--- config.mk ---
export PLATFORM = sky130hd
export DESIGN_NAME = prep_div_sqrt_mvp_flat
export DESIGN_NICKNAME = d
export VERILOG_FILES = /design/src/rtl/prep_div_sqrt_mvp_if.sv /design/src/rtl/prep_div_sqrt_mvp.sv /design/src/flat_wrapper.sv
export SDC_FILE = /design/constraint.sdc
export NUM_CORES = 1
export LEC_CHECK = 0
export ABC_AREA = 1
export BUFFER_PORTS_ARGS = -buffer_cell sky130_fd_sc_hd__buf_2
export CORE_ASPECT_RATIO = 1.5
export CORE_MARGIN = 5
export CORE_UTILIZATION = 35
export DETAILED_ROUTE_END_ITERATION = 10
export GPL_ROUTABILITY_DRIVEN = 0
export HOLD_SLACK_MARGIN = 0.02
export SKIP_LAST_GASP = 1
export SLEW_MARGIN = 10
export SYNTH_ARGS = -nofsm -noshare
export SYNTH_HDL_FRONTEND = slang
export SYNTH_SLANG_ARGS = --single-unit
--- constraint.sdc ---
create_clock -name Clk_CI -period 5.35 [get_ports Clk_CI]
set_input_delay 1.07 -clock Clk_CI [delete_from_list [all_inputs] [get_ports Clk_CI]]
set_output_delay 1.07 -clock Clk_CI [all_outputs]
set_load 0.02 [all_outputs]
--- src/rtl/prep_div_sqrt_mvp_if.sv ---
// Operand handshake and unpacked-bundle bus between the issuing stage and the
// div/sqrt operand front end.
interface prep_div_sqrt_mvp_if;
  logic        Div_start_SI;
  logic        Sqrt_start_SI;
  logic        Kill_SI;
  logic [1:0]  Format_sel_SI;
  logic [63:0] Operand_a_DI;
  logic [63:0] Operand_b_DI;
  logic        Ready_SO;
  logic        Done_SO;
  logic [52:0] Mant_a_DO;
  logic [52:0] Mant_b_DO;
  logic [12:0] Exp_a_DO;
  logic [12:0] Exp_b_DO;
  logic        Sign_z_DO;
  logic        Div_SO;
  logic        Inf_a_SO, Inf_b_SO, Zero_a_SO, Zero_b_SO, NaN_a_SO, NaN_b_SO;
  logic        SNaN_SO;

  modport master (
    output Div_start_SI, Sqrt_start_SI, Kill_SI, Format_sel_SI, Operand_a_DI, Operand_b_DI,
    input  Ready_SO, Done_SO, Mant_a_DO, Mant_b_DO, Exp_a_DO, Exp_b_DO, Sign_z_DO, Div_SO,
    input  Inf_a_SO, Inf_b_SO, Zero_a_SO, Zero_b_SO, NaN_a_SO, NaN_b_SO, SNaN_SO
  );
  modport slave (
    input  Div_start_SI, Sqrt_start_SI, Kill_SI, Format_sel_SI, Operand_a_DI, Operand_b_DI,
    output Ready_SO, Done_SO, Mant_a_DO, Mant_b_DO, Exp_a_DO, Exp_b_DO, Sign_z_DO, Div_SO,
    output Inf_a_SO, Inf_b_SO, Zero_a_SO, Zero_b_SO, NaN_a_SO, NaN_b_SO, SNaN_SO
  );
endinterface

--- src/rtl/prep_div_sqrt_mvp.sv ---
// Div/sqrt operand front end: classify, unpack and normalize two IEEE operands.
// Optional PREP_DIV_SQRT_MVP_SPECIAL_BYPASS_EN skips NORM when a special class is seen.
module prep_div_sqrt_mvp #(
  parameter int C_LZC_STEP = 53
) (
  input  logic                 Clk_CI,
  input  logic                 Rst_RI,
  prep_div_sqrt_mvp_if.slave   io
);
  localparam logic [5:0] STEP = 6'(C_LZC_STEP);

  typedef enum logic [1:0] {IDLE, UNPACK, NORM, DONE} state_e;
  typedef struct packed {
    logic        sign;
    logic [12:0] exp;
    logic [52:0] mant;
    logic        zero, inf, nan, snan;
  } unp_t;

  function automatic unp_t unpack(input logic [63:0] op, input logic [1:0] fmt);
    unp_t        r;
    logic [10:0] e;
    logic [51:0] f;
    logic        emax, ezero;
    case (fmt)
      2'd0:    begin r.sign = op[31]; e = {3'b0, op[30:23]}; f = {op[22:0], 29'b0}; emax = &op[30:23]; end
      2'd1:    begin r.sign = op[63]; e = op[62:52];         f = op[51:0];          emax = &op[62:52]; end
      2'd2:    begin r.sign = op[15]; e = {6'b0, op[14:10]}; f = {op[9:0], 42'b0};  emax = &op[14:10]; end
      default: begin r.sign = op[15]; e = {3'b0, op[14:7]};  f = {op[6:0], 45'b0};  emax = &op[14:7];  end
    endcase
    ezero  = (e == '0);
    r.zero = ezero & (f == '0);
    r.inf  = emax & (f == '0);
    r.nan  = emax & (f != '0);
    r.snan = r.nan & ~f[51];
    r.mant = {~ezero, f};
    // subnormals get exponent 1 so the hidden-bit-free mantissa keeps its weight
    r.exp  = (ezero & ~r.zero) ? 13'd1 : {2'b0, e};
    return r;
  endfunction

  function automatic logic [5:0] lzc53(input logic [52:0] m);
    logic [5:0] n;
    n = 6'd53;
    for (int i = 0; i < 53; i++) if (m[i]) n = 6'(52 - i);
    return n;
  endfunction

  state_e      state_q;
  logic [63:0] opa_q, opb_q;
  logic [1:0]  fmt_q;
  logic        div_q, ready_q, done_q, sign_z_q;
  logic [52:0] mant_a_q, mant_b_q, mant_a_d, mant_b_d;
  logic [12:0] exp_a_q, exp_b_q, exp_a_d, exp_b_d;
  logic        inf_a_q, inf_b_q, zero_a_q, zero_b_q, nan_a_q, nan_b_q, snan_q;
  unp_t        ua, ub;
  logic        ok_a, ok_b;
  logic [5:0]  lz_a, lz_b, sh_a, sh_b;

  always_comb begin
    ua       = unpack(opa_q, fmt_q);
    ub       = div_q ? unpack(opb_q, fmt_q) : '0;
    ok_a     = mant_a_q[52] | (mant_a_q == '0);
    ok_b     = mant_b_q[52] | (mant_b_q == '0);
    lz_a     = lzc53(mant_a_q);
    lz_b     = lzc53(mant_b_q);
    sh_a     = ok_a ? 6'd0 : ((lz_a > STEP) ? STEP : lz_a);
    sh_b     = ok_b ? 6'd0 : ((lz_b > STEP) ? STEP : lz_b);
    mant_a_d = mant_a_q << sh_a;
    mant_b_d = mant_b_q << sh_b;
    exp_a_d  = exp_a_q - {7'b0, sh_a};
    exp_b_d  = exp_b_q - {7'b0, sh_b};
  end

  always_ff @(posedge Clk_CI) begin
    if (Rst_RI) begin
      state_q  <= IDLE;
      ready_q  <= 1'b1;
      done_q   <= 1'b0;
      opa_q    <= '0;
      opb_q    <= '0;
      fmt_q    <= '0;
      div_q    <= 1'b0;
      sign_z_q <= 1'b0;
      mant_a_q <= '0;
      mant_b_q <= '0;
      exp_a_q  <= '0;
      exp_b_q  <= '0;
      {inf_a_q, inf_b_q, zero_a_q, zero_b_q, nan_a_q, nan_b_q, snan_q} <= '0;
    end else begin
      done_q <= 1'b0;
      case (state_q)
        IDLE: begin
          if (io.Div_start_SI || io.Sqrt_start_SI) begin
            opa_q   <= io.Operand_a_DI;
            opb_q   <= io.Operand_b_DI;
            fmt_q   <= io.Format_sel_SI;
            div_q   <= io.Div_start_SI;
            ready_q <= 1'b0;
            state_q <= UNPACK;
          end
        end
        UNPACK: begin
          if (io.Kill_SI) begin
            state_q <= IDLE;
            ready_q <= 1'b1;
          end else begin
            mant_a_q <= ua.mant;
            mant_b_q <= ub.mant;
            exp_a_q  <= ua.exp;
            exp_b_q  <= ub.exp;
            sign_z_q <= ua.sign ^ (div_q & ub.sign);
            {inf_a_q, inf_b_q}   <= {ua.inf, ub.inf};
            {zero_a_q, zero_b_q} <= {ua.zero, ub.zero};
            {nan_a_q, nan_b_q}   <= {ua.nan, ub.nan};
            snan_q   <= ua.snan | ub.snan;
`ifdef PREP_DIV_SQRT_MVP_SPECIAL_BYPASS_EN
            if (ua.zero | ua.inf | ua.nan | ub.zero | ub.inf | ub.nan) begin
              state_q <= DONE;
              done_q  <= 1'b1;
            end else begin
              state_q <= NORM;
            end
`else
            state_q  <= NORM;
`endif
          end
        end
        NORM: begin
          if (io.Kill_SI) begin
            state_q <= IDLE;
            ready_q <= 1'b1;
          end else if (ok_a && ok_b) begin
            state_q <= DONE;
            done_q  <= 1'b1;
          end else begin
            mant_a_q <= mant_a_d;
            mant_b_q <= mant_b_d;
            exp_a_q  <= exp_a_d;
            exp_b_q  <= exp_b_d;
          end
        end
        default: begin
          state_q <= IDLE;
          ready_q <= 1'b1;
        end
      endcase
    end
  end

  assign io.Ready_SO  = ready_q;
  assign io.Done_SO   = done_q;
  assign io.Mant_a_DO = mant_a_q;
  assign io.Mant_b_DO = mant_b_q;
  assign io.Exp_a_DO  = exp_a_q;
  assign io.Exp_b_DO  = exp_b_q;
  assign io.Sign_z_DO = sign_z_q;
  assign io.Div_SO    = div_q;
  assign io.Inf_a_SO  = inf_a_q;
  assign io.Inf_b_SO  = inf_b_q;
  assign io.Zero_a_SO = zero_a_q;
  assign io.Zero_b_SO = zero_b_q;
  assign io.NaN_a_SO  = nan_a_q;
  assign io.NaN_b_SO  = nan_b_q;
  assign io.SNaN_SO   = snan_q;
endmodule

--- src/flat_wrapper.sv ---
// flat-port wrapper written by rule: the top's interface ports become plain ports
module prep_div_sqrt_mvp_flat 
#(
  parameter int C_LZC_STEP = 53
)
  (Clk_CI, Rst_RI, io_Div_start_SI, io_Sqrt_start_SI, io_Kill_SI, io_Format_sel_SI, io_Operand_a_DI, io_Operand_b_DI, io_Ready_SO, io_Done_SO, io_Mant_a_DO, io_Mant_b_DO, io_Exp_a_DO, io_Exp_b_DO, io_Sign_z_DO, io_Div_SO, io_Inf_a_SO, io_Inf_b_SO, io_Zero_a_SO, io_Zero_b_SO, io_NaN_a_SO, io_NaN_b_SO, io_SNaN_SO);
  prep_div_sqrt_mvp_if io_i ();
  input  logic Clk_CI;
  input  logic Rst_RI;
  input wire logic [$bits(io_i.Div_start_SI)-1:0] io_Div_start_SI;
  input wire logic [$bits(io_i.Sqrt_start_SI)-1:0] io_Sqrt_start_SI;
  input wire logic [$bits(io_i.Kill_SI)-1:0] io_Kill_SI;
  input wire logic [$bits(io_i.Format_sel_SI)-1:0] io_Format_sel_SI;
  input wire logic [$bits(io_i.Operand_a_DI)-1:0] io_Operand_a_DI;
  input wire logic [$bits(io_i.Operand_b_DI)-1:0] io_Operand_b_DI;
  output wire logic [$bits(io_i.Ready_SO)-1:0] io_Ready_SO;
  output wire logic [$bits(io_i.Done_SO)-1:0] io_Done_SO;
  output wire logic [$bits(io_i.Mant_a_DO)-1:0] io_Mant_a_DO;
  output wire logic [$bits(io_i.Mant_b_DO)-1:0] io_Mant_b_DO;
  output wire logic [$bits(io_i.Exp_a_DO)-1:0] io_Exp_a_DO;
  output wire logic [$bits(io_i.Exp_b_DO)-1:0] io_Exp_b_DO;
  output wire logic [$bits(io_i.Sign_z_DO)-1:0] io_Sign_z_DO;
  output wire logic [$bits(io_i.Div_SO)-1:0] io_Div_SO;
  output wire logic [$bits(io_i.Inf_a_SO)-1:0] io_Inf_a_SO;
  output wire logic [$bits(io_i.Inf_b_SO)-1:0] io_Inf_b_SO;
  output wire logic [$bits(io_i.Zero_a_SO)-1:0] io_Zero_a_SO;
  output wire logic [$bits(io_i.Zero_b_SO)-1:0] io_Zero_b_SO;
  output wire logic [$bits(io_i.NaN_a_SO)-1:0] io_NaN_a_SO;
  output wire logic [$bits(io_i.NaN_b_SO)-1:0] io_NaN_b_SO;
  output wire logic [$bits(io_i.SNaN_SO)-1:0] io_SNaN_SO;
  assign io_i.Div_start_SI = io_Div_start_SI;
  assign io_i.Sqrt_start_SI = io_Sqrt_start_SI;
  assign io_i.Kill_SI = io_Kill_SI;
  assign io_i.Format_sel_SI = io_Format_sel_SI;
  assign io_i.Operand_a_DI = io_Operand_a_DI;
  assign io_i.Operand_b_DI = io_Operand_b_DI;
  assign io_Ready_SO = io_i.Ready_SO;
  assign io_Done_SO = io_i.Done_SO;
  assign io_Mant_a_DO = io_i.Mant_a_DO;
  assign io_Mant_b_DO = io_i.Mant_b_DO;
  assign io_Exp_a_DO = io_i.Exp_a_DO;
  assign io_Exp_b_DO = io_i.Exp_b_DO;
  assign io_Sign_z_DO = io_i.Sign_z_DO;
  assign io_Div_SO = io_i.Div_SO;
  assign io_Inf_a_SO = io_i.Inf_a_SO;
  assign io_Inf_b_SO = io_i.Inf_b_SO;
  assign io_Zero_a_SO = io_i.Zero_a_SO;
  assign io_Zero_b_SO = io_i.Zero_b_SO;
  assign io_NaN_a_SO = io_i.NaN_a_SO;
  assign io_NaN_b_SO = io_i.NaN_b_SO;
  assign io_SNaN_SO = io_i.SNaN_SO;
  prep_div_sqrt_mvp #(.C_LZC_STEP(C_LZC_STEP)) u_core (.Clk_CI(Clk_CI), .Rst_RI(Rst_RI), .io(io_i));
endmodule
==> results of run 1 <==
area by class of cell:
class | count | area (sq um) | area share, %
sequential | 275 | 5509 | 22.80
clock buffer | 37 | 838.3 | 3.469
timing repair buffer | 369 | 2227 | 9.217
clock inverter | 19 | 217.7 | 0.9010
tap | 777 | 972.2 | 4.023
multi-input combinational | 2676 | 13200 | 54.62
antenna | 1 | 2.502 | 0.01036
inverter | 318 | 1199 | 4.961
worst min-delay path, stage by stage, from the launching register on:
cell and delay [ps]:
dfxtp_1 300, nand2_1 60, a21oi_1 60
cell families after synthesis:
kind of cell | count (synthesis)
buffers and inverters | 558
and+or+nand+nor | 1873
AOI/OAI and AO/OA | 777
DFF | 275
xor gates and xnor gates | 8
adders and majority gates | 18
placed cells by master (no fill, tap or decap), drive strengths merged, types with 2 or more instances in the layout:
master,netlist,layout
o21ai,317,317
inv,312,319
nand3b,5,5
clkbuf,181,39
o211ai,12,12
o221ai,16,16
o31ai,7,7
o22ai,27,27
xor2,8,8
or2,3,3
o21a,10,10
a22oi,7,7
dfxtp,275,275
and2,2,2
a21boi,3,3
clkinv,6,13
ha,16,16
clkinvlp,0,2
a21oi,277,277
a211oi,2,2
nand4,45,45
a221oi,25,25
nor3,25,25
nand2,748,748
nand3,722,722
nor4,40,40
or4,2,2
buf,59,367
nor2,277,277
nor3b,3,3
bufinv,0,3
fa,2,2
a31oi,62,62
o2111ai,3,3
o21bai,3,3
per-layer routing:
layer,vias to the layer above,share of wire (%),routed length (microns),track usage (%)
li1,12340,-,-,-
met1,12400,32,34270,31.95
met2,1629,49,52470,55.95
met3,513,8.1,8726,5.072
met4,0,11,12110,27.53
met5,-,0,0,0
stage by stage:
| stage | hold WS (ps) | util [%] |
|---|---|---|
| after floorplan | 429.7 | - |
| after global placement | 451.3 | 38.64 |
| after detailed placement | 454.1 | 38.64 |
| after CTS | 463.2 | 40.46 |
| after global routing | 479.1 | 41.20 |
| final | 462.0 | 41.20 |
worst max-delay path by stage:
stage                                        end  slack, ps
after CTS                 u_core.io.Exp_a_DO[12]         10
after global routing      u_core.io.Exp_b_DO[12]       -690
after detailed placement  u_core.io.Exp_b_DO[12]        -60
final                     u_core.io.Exp_b_DO[12]         60
after floorplan           u_core.io.Exp_b_DO[12]         90
after global placement    u_core.io.Exp_b_DO[12]        -70
power by group through the flow:
| stage | clock [uW] | combinational (uW) | sequential [uW] |
|---|---|---|---|
| finish | 2290 | 15800 | 3040 |
| global route | 2410 | 17100 | 3080 |
| CTS | 2330 | 14600 | 3020 |
| detailed placement | 0 | 14600 | 3060 |
| global placement | 0 | 14600 | 3050 |
| floorplan | 0 | 10100 | 3130 |
what timing repair did:
| item | in CTS | in global routing |
|---|---|---|
| setup buffers | 0 | 11 |
| pin swaps | 0 | 47 |
| gates resized for setup | 2 | 87 |
| cloned | 0 | 2 |
| endpoints found under the setup margin | 1 | 75 |
sequential cells by signal, indices dropped and copies added (netlist names), 2 cells and up:
| signal | flops |
|---|---|
| u_core.fmt_q | 2 |
| u_core.io.Exp_a_DO | 13 |
| u_core.io.Exp_b_DO | 13 |
| u_core.io.Mant_a_DO | 53 |
| u_core.io.Mant_b_DO | 53 |
| u_core.opa_q | 64 |
| u_core.opb_q | 64 |
| u_core.state_q | 2 |
==> metrics.txt, run 1 <==
io pins roughly 280; final critical-path required period 5288 ps; Primary FF master, synth dfxtp_1; RSZ-0062 raised after global routing yes; cell area power density between 800 and 900 nW/um^2; Max rail drop VDD 0.0004079 V; RR Endpoint u_core.io.Exp_b_DO[12]; Finished Layout Cells roughly 4500; Comb pwr share 74.7%; most common cell in the synthesized netlist nand2_1; EDFF count, synth 0; Die Ht 307.1 microns; maximum capacitance violations 0; largest area contributor in the synthesized netlist dfxtp_1; clock sink total 275; DRT Pass-1 Iters 7; slowest CP cell fa_2; proportion of synthesized area in mux cells 0%; final worst slack 61.64 ps; hpwl dp around 82 mm; core footprint 58640 sq um; Most common cell on crit path nand2_1; CP Data Arrival Time ~5800 ps; hold crit path type flip-flop to flip-flop; CTS Buf Count 31; vias around 27000; # H-tree levels 1; Worst path max stage delay 340 ps; # rows 109; post-route setup TNS 0 ps; worst-case reg-to-reg path depth 70; Slew HR 18.31%; Synth Area in Compound Gates around a fifth; sequential power share roughly 14%; kind of critical path flip-flop to flip-flop; grt total ovfl 0; largest family of logic cells by synthesized area simple AND/OR/NAND/NOR gates; initial antenna violation count 1; worst-case clock buffer depth 3; Pint 8388 uW; Hold-fix buffers, CTS 0; Synth cell types 49; PortBufs roughly 280; final hold vios 0; die width 208.0 microns; Layout Nets 3824; Worst Setup End Kind flip-flop; startpoint type of the worst setup path flip-flop; Synth Area in XOR/XNOR less than 1%; die area 63880 sq um; Yosys warnings 0; Final Cycle Share 98.85%; WP depth 70; worst-margin pin slew 1216 ps; Final Skew 23.66 ps; crit-path max FO 2; clk_lat worst skew 620 ps; Synth Area in Adders 1.167%; syn nets between 3000 and 4000; dpl cell area 22660 sq um; P_leak 0.01122 uW; hold-critical path depth 2; placed cell count 4402; Synth Register Bits 275; hold worst-path end u_core.io.Inf_b_SO; first-pass GRT wire length approximately 160 mm; Worst Hold Launch u_core.io.Inf_b_SO; final setup vio count 0; Net Sw Power 12720 uW; layout cells sized above 1 13.91%; register area share after synthesis 26.74%; overall routed net length 107.6 mm; CTS tree done; dpl ws -57.49 ps; routed length per instance between 20 and 25 microns; initial drt markers 2999; CP startpoint u_core.io.Mant_b_DO[1]; Design Area, Final 24160 sq um; Top Family by Delay on Critical Path simple AND/OR/NAND/NOR gates; Max Clock Freq around 0.19 GHz; Fill cells 6607; initial core utilization 35.11%; root buffer cell clkbuf_16; fraction of registers with async set/reset 0%; Post-Syn Area per Cell ~5.9 sq um; Critical Path RT 5900 ps; vias in the first global route 25250; drc violations 0; post-synthesis simple-gate area fraction between 40% and 50%; GRT Overall Usage a little under a third; run status finished clean; Post-Syn Area around 21000 sq um; Post-Syn Instances 3509; post-synth top area share 26.74%; Layout area overhead 17.36%; largest net degree at the start of global routing roughly 150; sw frac between 60% and 70%; top cells by count, synth nand2_1, nand3_1, inv_1; FF-to-FF setup slack 60 ps; dominant cells by area after synthesis dfxtp_1, nand3_1, nand2_1, o21ai_0, a21oi_1; Slew Viols, Final 0; total power 21110 uW; CP bufs+invs 5; clock power share 10.9%; r2r startpoint u_core.io.Mant_b_DO[1]; Detail Route Antenna Nets 0; drt via density 6.011; clk slew on worst S/H paths 70 ps
Power figures use the tool's default switching activity.
==> run 2, diff against run 1 <==
--- a/config.mk
+++ b/config.mk
@@ -13,6 +13,7 @@
 export DETAILED_ROUTE_END_ITERATION = 10
 export GPL_ROUTABILITY_DRIVEN = 0
 export HOLD_SLACK_MARGIN = 0.02
+export MAX_ROUTING_LAYER = met4
 export SKIP_LAST_GASP = 1
 export SLEW_MARGIN = 10
 export SYNTH_ARGS = -nofsm -noshare
==> run 2 against run 1 <==
Sequential cell count stayed put. Die area is the same. Clock skew hardly changed. Critical path type unchanged. Count of clock-buffer cells in the layout stayed put. Worst setup slack gained 12 ps. Core utilization barely moved. Via count is 0.50% lower.
==> metrics.txt, run 2 (synthesis results as in run 1) <==
die width 208.0 microns (unchanged); Critical Path RT 5900 ps (about the same); post-route setup TNS 0 ps (unchanged); worst-margin pin slew 1278 ps (+61.54 ps); dpl ws -57.49 ps (unchanged); Die Ht 307.1 microns (unchanged); Worst Hold Launch u_core.io.Inf_b_SO; io pins 278 (unchanged); final critical-path required period 5277 ps (-11.80 ps); die area 63880 sq um (unchanged); final hold vios 0 (unchanged); Slew Viols, Final 0 (unchanged); initial drt markers 3216 (+7.2%); FF-to-FF setup slack 70 ps (about the same); initial antenna violation count 1 (unchanged); r2r startpoint u_core.io.Mant_b_DO[1]; vias 26750 (-0.50%); # H-tree levels 1 (unchanged); hpwl dp 81.67 mm (unchanged); drc violations 0 (unchanged); Final Skew 23.98 ps (+0.3257 ps); Finished Layout Cells 4473 (+0.022%); total power 21110 uW (about the same); GRT Overall Usage 32.39% (+0.86 points); PortBufs 277 (unchanged); hold-critical path depth 2 (unchanged); core footprint 58640 sq um (unchanged); hold worst-path end u_core.io.Inf_b_SO; Slew HR 14.83% (-3.5 points); Layout area overhead 17.45% (about the same); met3 GRT Util 4.725% (-0.35 points); slowest CP cell fa_2; worst-case reg-to-reg path depth 70 (unchanged); overall routed net length 107.2 mm (-0.31%); clock sink total 275 (unchanged); vias in the first global route 25200 (-0.19%); clk slew on worst S/H paths 70 ps (about the same); Worst path max stage delay 340 ps (about the same); initial core utilization 35.11% (unchanged); clk_lat worst skew 620 ps (about the same); final setup vio count 0 (unchanged); largest net degree at the start of global routing 154 (unchanged); root buffer cell clkbuf_16; crit-path max FO 2 (unchanged); Worst Setup End Kind flip-flop; Regs by FF count u_core.opa_q: 64 flops, u_core.opb_q: 64 flops; run status finished clean; final worst slack 73.44 ps (+11.80 ps); Final Cycle Share 98.63% (-0.22 points); first-pass GRT wire length 155.1 mm (-0.19%); layout cells sized above 1 13.96% (+0.050 points); RR Endpoint u_core.io.Exp_b_DO[12]; hold crit path type flip-flop to flip-flop; cell area power density 872.9 nW/um^2 (about the same); P_leak 0.01124 uW (+0.12%); GR peak layer met2; startpoint type of the worst setup path flip-flop; Most common cell on crit path nand2_1; # rows 109 (unchanged); drt via density 5.980 (-0.52%); CP bufs+invs 5 (unchanged); most frequent cells in the layout nand2_1, nand3_1, inv_1, o21ai_0, buf_2; CTS tree done; Detail Route Antenna Nets 0 (unchanged); placed cell count 4402 (unchanged); kind of critical path flip-flop to flip-flop; Layout Nets 3825 (+0.026%); commonest non-fill, non-tap cell in the layout nand2_1; RSZ-0062 raised after global routing yes; Max Clock Freq 0.1895 GHz (+0.22%); CTS Buf Count 31 (unchanged); M1 GR Usage 32.01% (+0.050 points); worst-case clock buffer depth 3 (unchanged); Top Family by Delay on Critical Path simple AND/OR/NAND/NOR gates; grt total ovfl 0 (unchanged); Max rail drop VDD 0.0004081 V (about the same); met2 Use GR 55.92% (about the same); DRT Pass-1 Iters 9 (+2); CP Data Arrival Time 5830 ps (about the same); routed length per instance 23.98 microns (-0.33%); maximum capacitance violations 0 (unchanged)
## run 2: power by group
| part | switching, uW | internal (uW) |
|---|---|---|
| clock network | 1020 | 1280 |
| logic | 11200 | 4610 |
| registers | 530 | 2510 |
| total | 12700 | 8400 |
## run 2: timing repair
| action | 4_1_cts | 5_1_grt |
|---|---|---|
| hold buffers | 0 | 0 |
| resized for setup | 2 | 88 |
| pin swaps | 0 | 45 |
| setup endpoints to repair | 1 | 72 |
| cloned | 0 | 2 |
| setup buffers | 0 | 12 |
## run 2: routing by layer
layer  wire (microns)  share of wire (%)
met2            52270                 49
met1            34350                 32
met4            12250                 11
met3             8369                7.8
met5                0                  0
## run 2: worst max-delay path by stage
stage                      startpoint                      to  cells past startpoint
5_1_grt        u_core.io.Mant_b_DO[1]  u_core.io.Exp_b_DO[12]                     70
3_3_place_gp   u_core.io.Mant_b_DO[1]  u_core.io.Exp_b_DO[12]                     70
4_1_cts        u_core.io.Mant_a_DO[0]  u_core.io.Exp_a_DO[12]                     66
6_report       u_core.io.Mant_b_DO[1]  u_core.io.Exp_b_DO[12]                     70
3_5_place_dp   u_core.io.Mant_b_DO[1]  u_core.io.Exp_b_DO[12]                     70
2_1_floorplan  u_core.io.Mant_b_DO[1]  u_core.io.Exp_b_DO[12]                     71
## run 2: worst register-to-register path, delay by kind of cell, from the launching register on
kind	cells	cell delay, ps
AO/OA/AOI/OAI	1	210
flip-flops	1	330
AND/OR/NAND/NOR	61	3770
buffers and inverters	5	280
adder cells (fa/ha/maj)	2	480
XOR/XNOR	1	150
## run 2: area by class of cell
cell class | instances | area (sq um)
antenna | 1 | 2.502
multi-input combinational | 2676 | 13210
clock inverter | 19 | 217.7
clock buffer | 37 | 838.3
tap | 777 | 972.2
timing repair buffer | 370 | 2235
sequential | 275 | 5509
fill | 6603 | 34460
inverter | 318 | 1199
## run 2: stage by stage
stage	util, %	hold slack (ps)	cell area [sq um]
finish	41.24	461.9	24180
floorplan	-	429.7	20590
CTS	40.46	463.2	23730
global placement	38.64	451.3	22660
detailed placement	38.64	454.1	22660
global route	41.24	479.1	24180
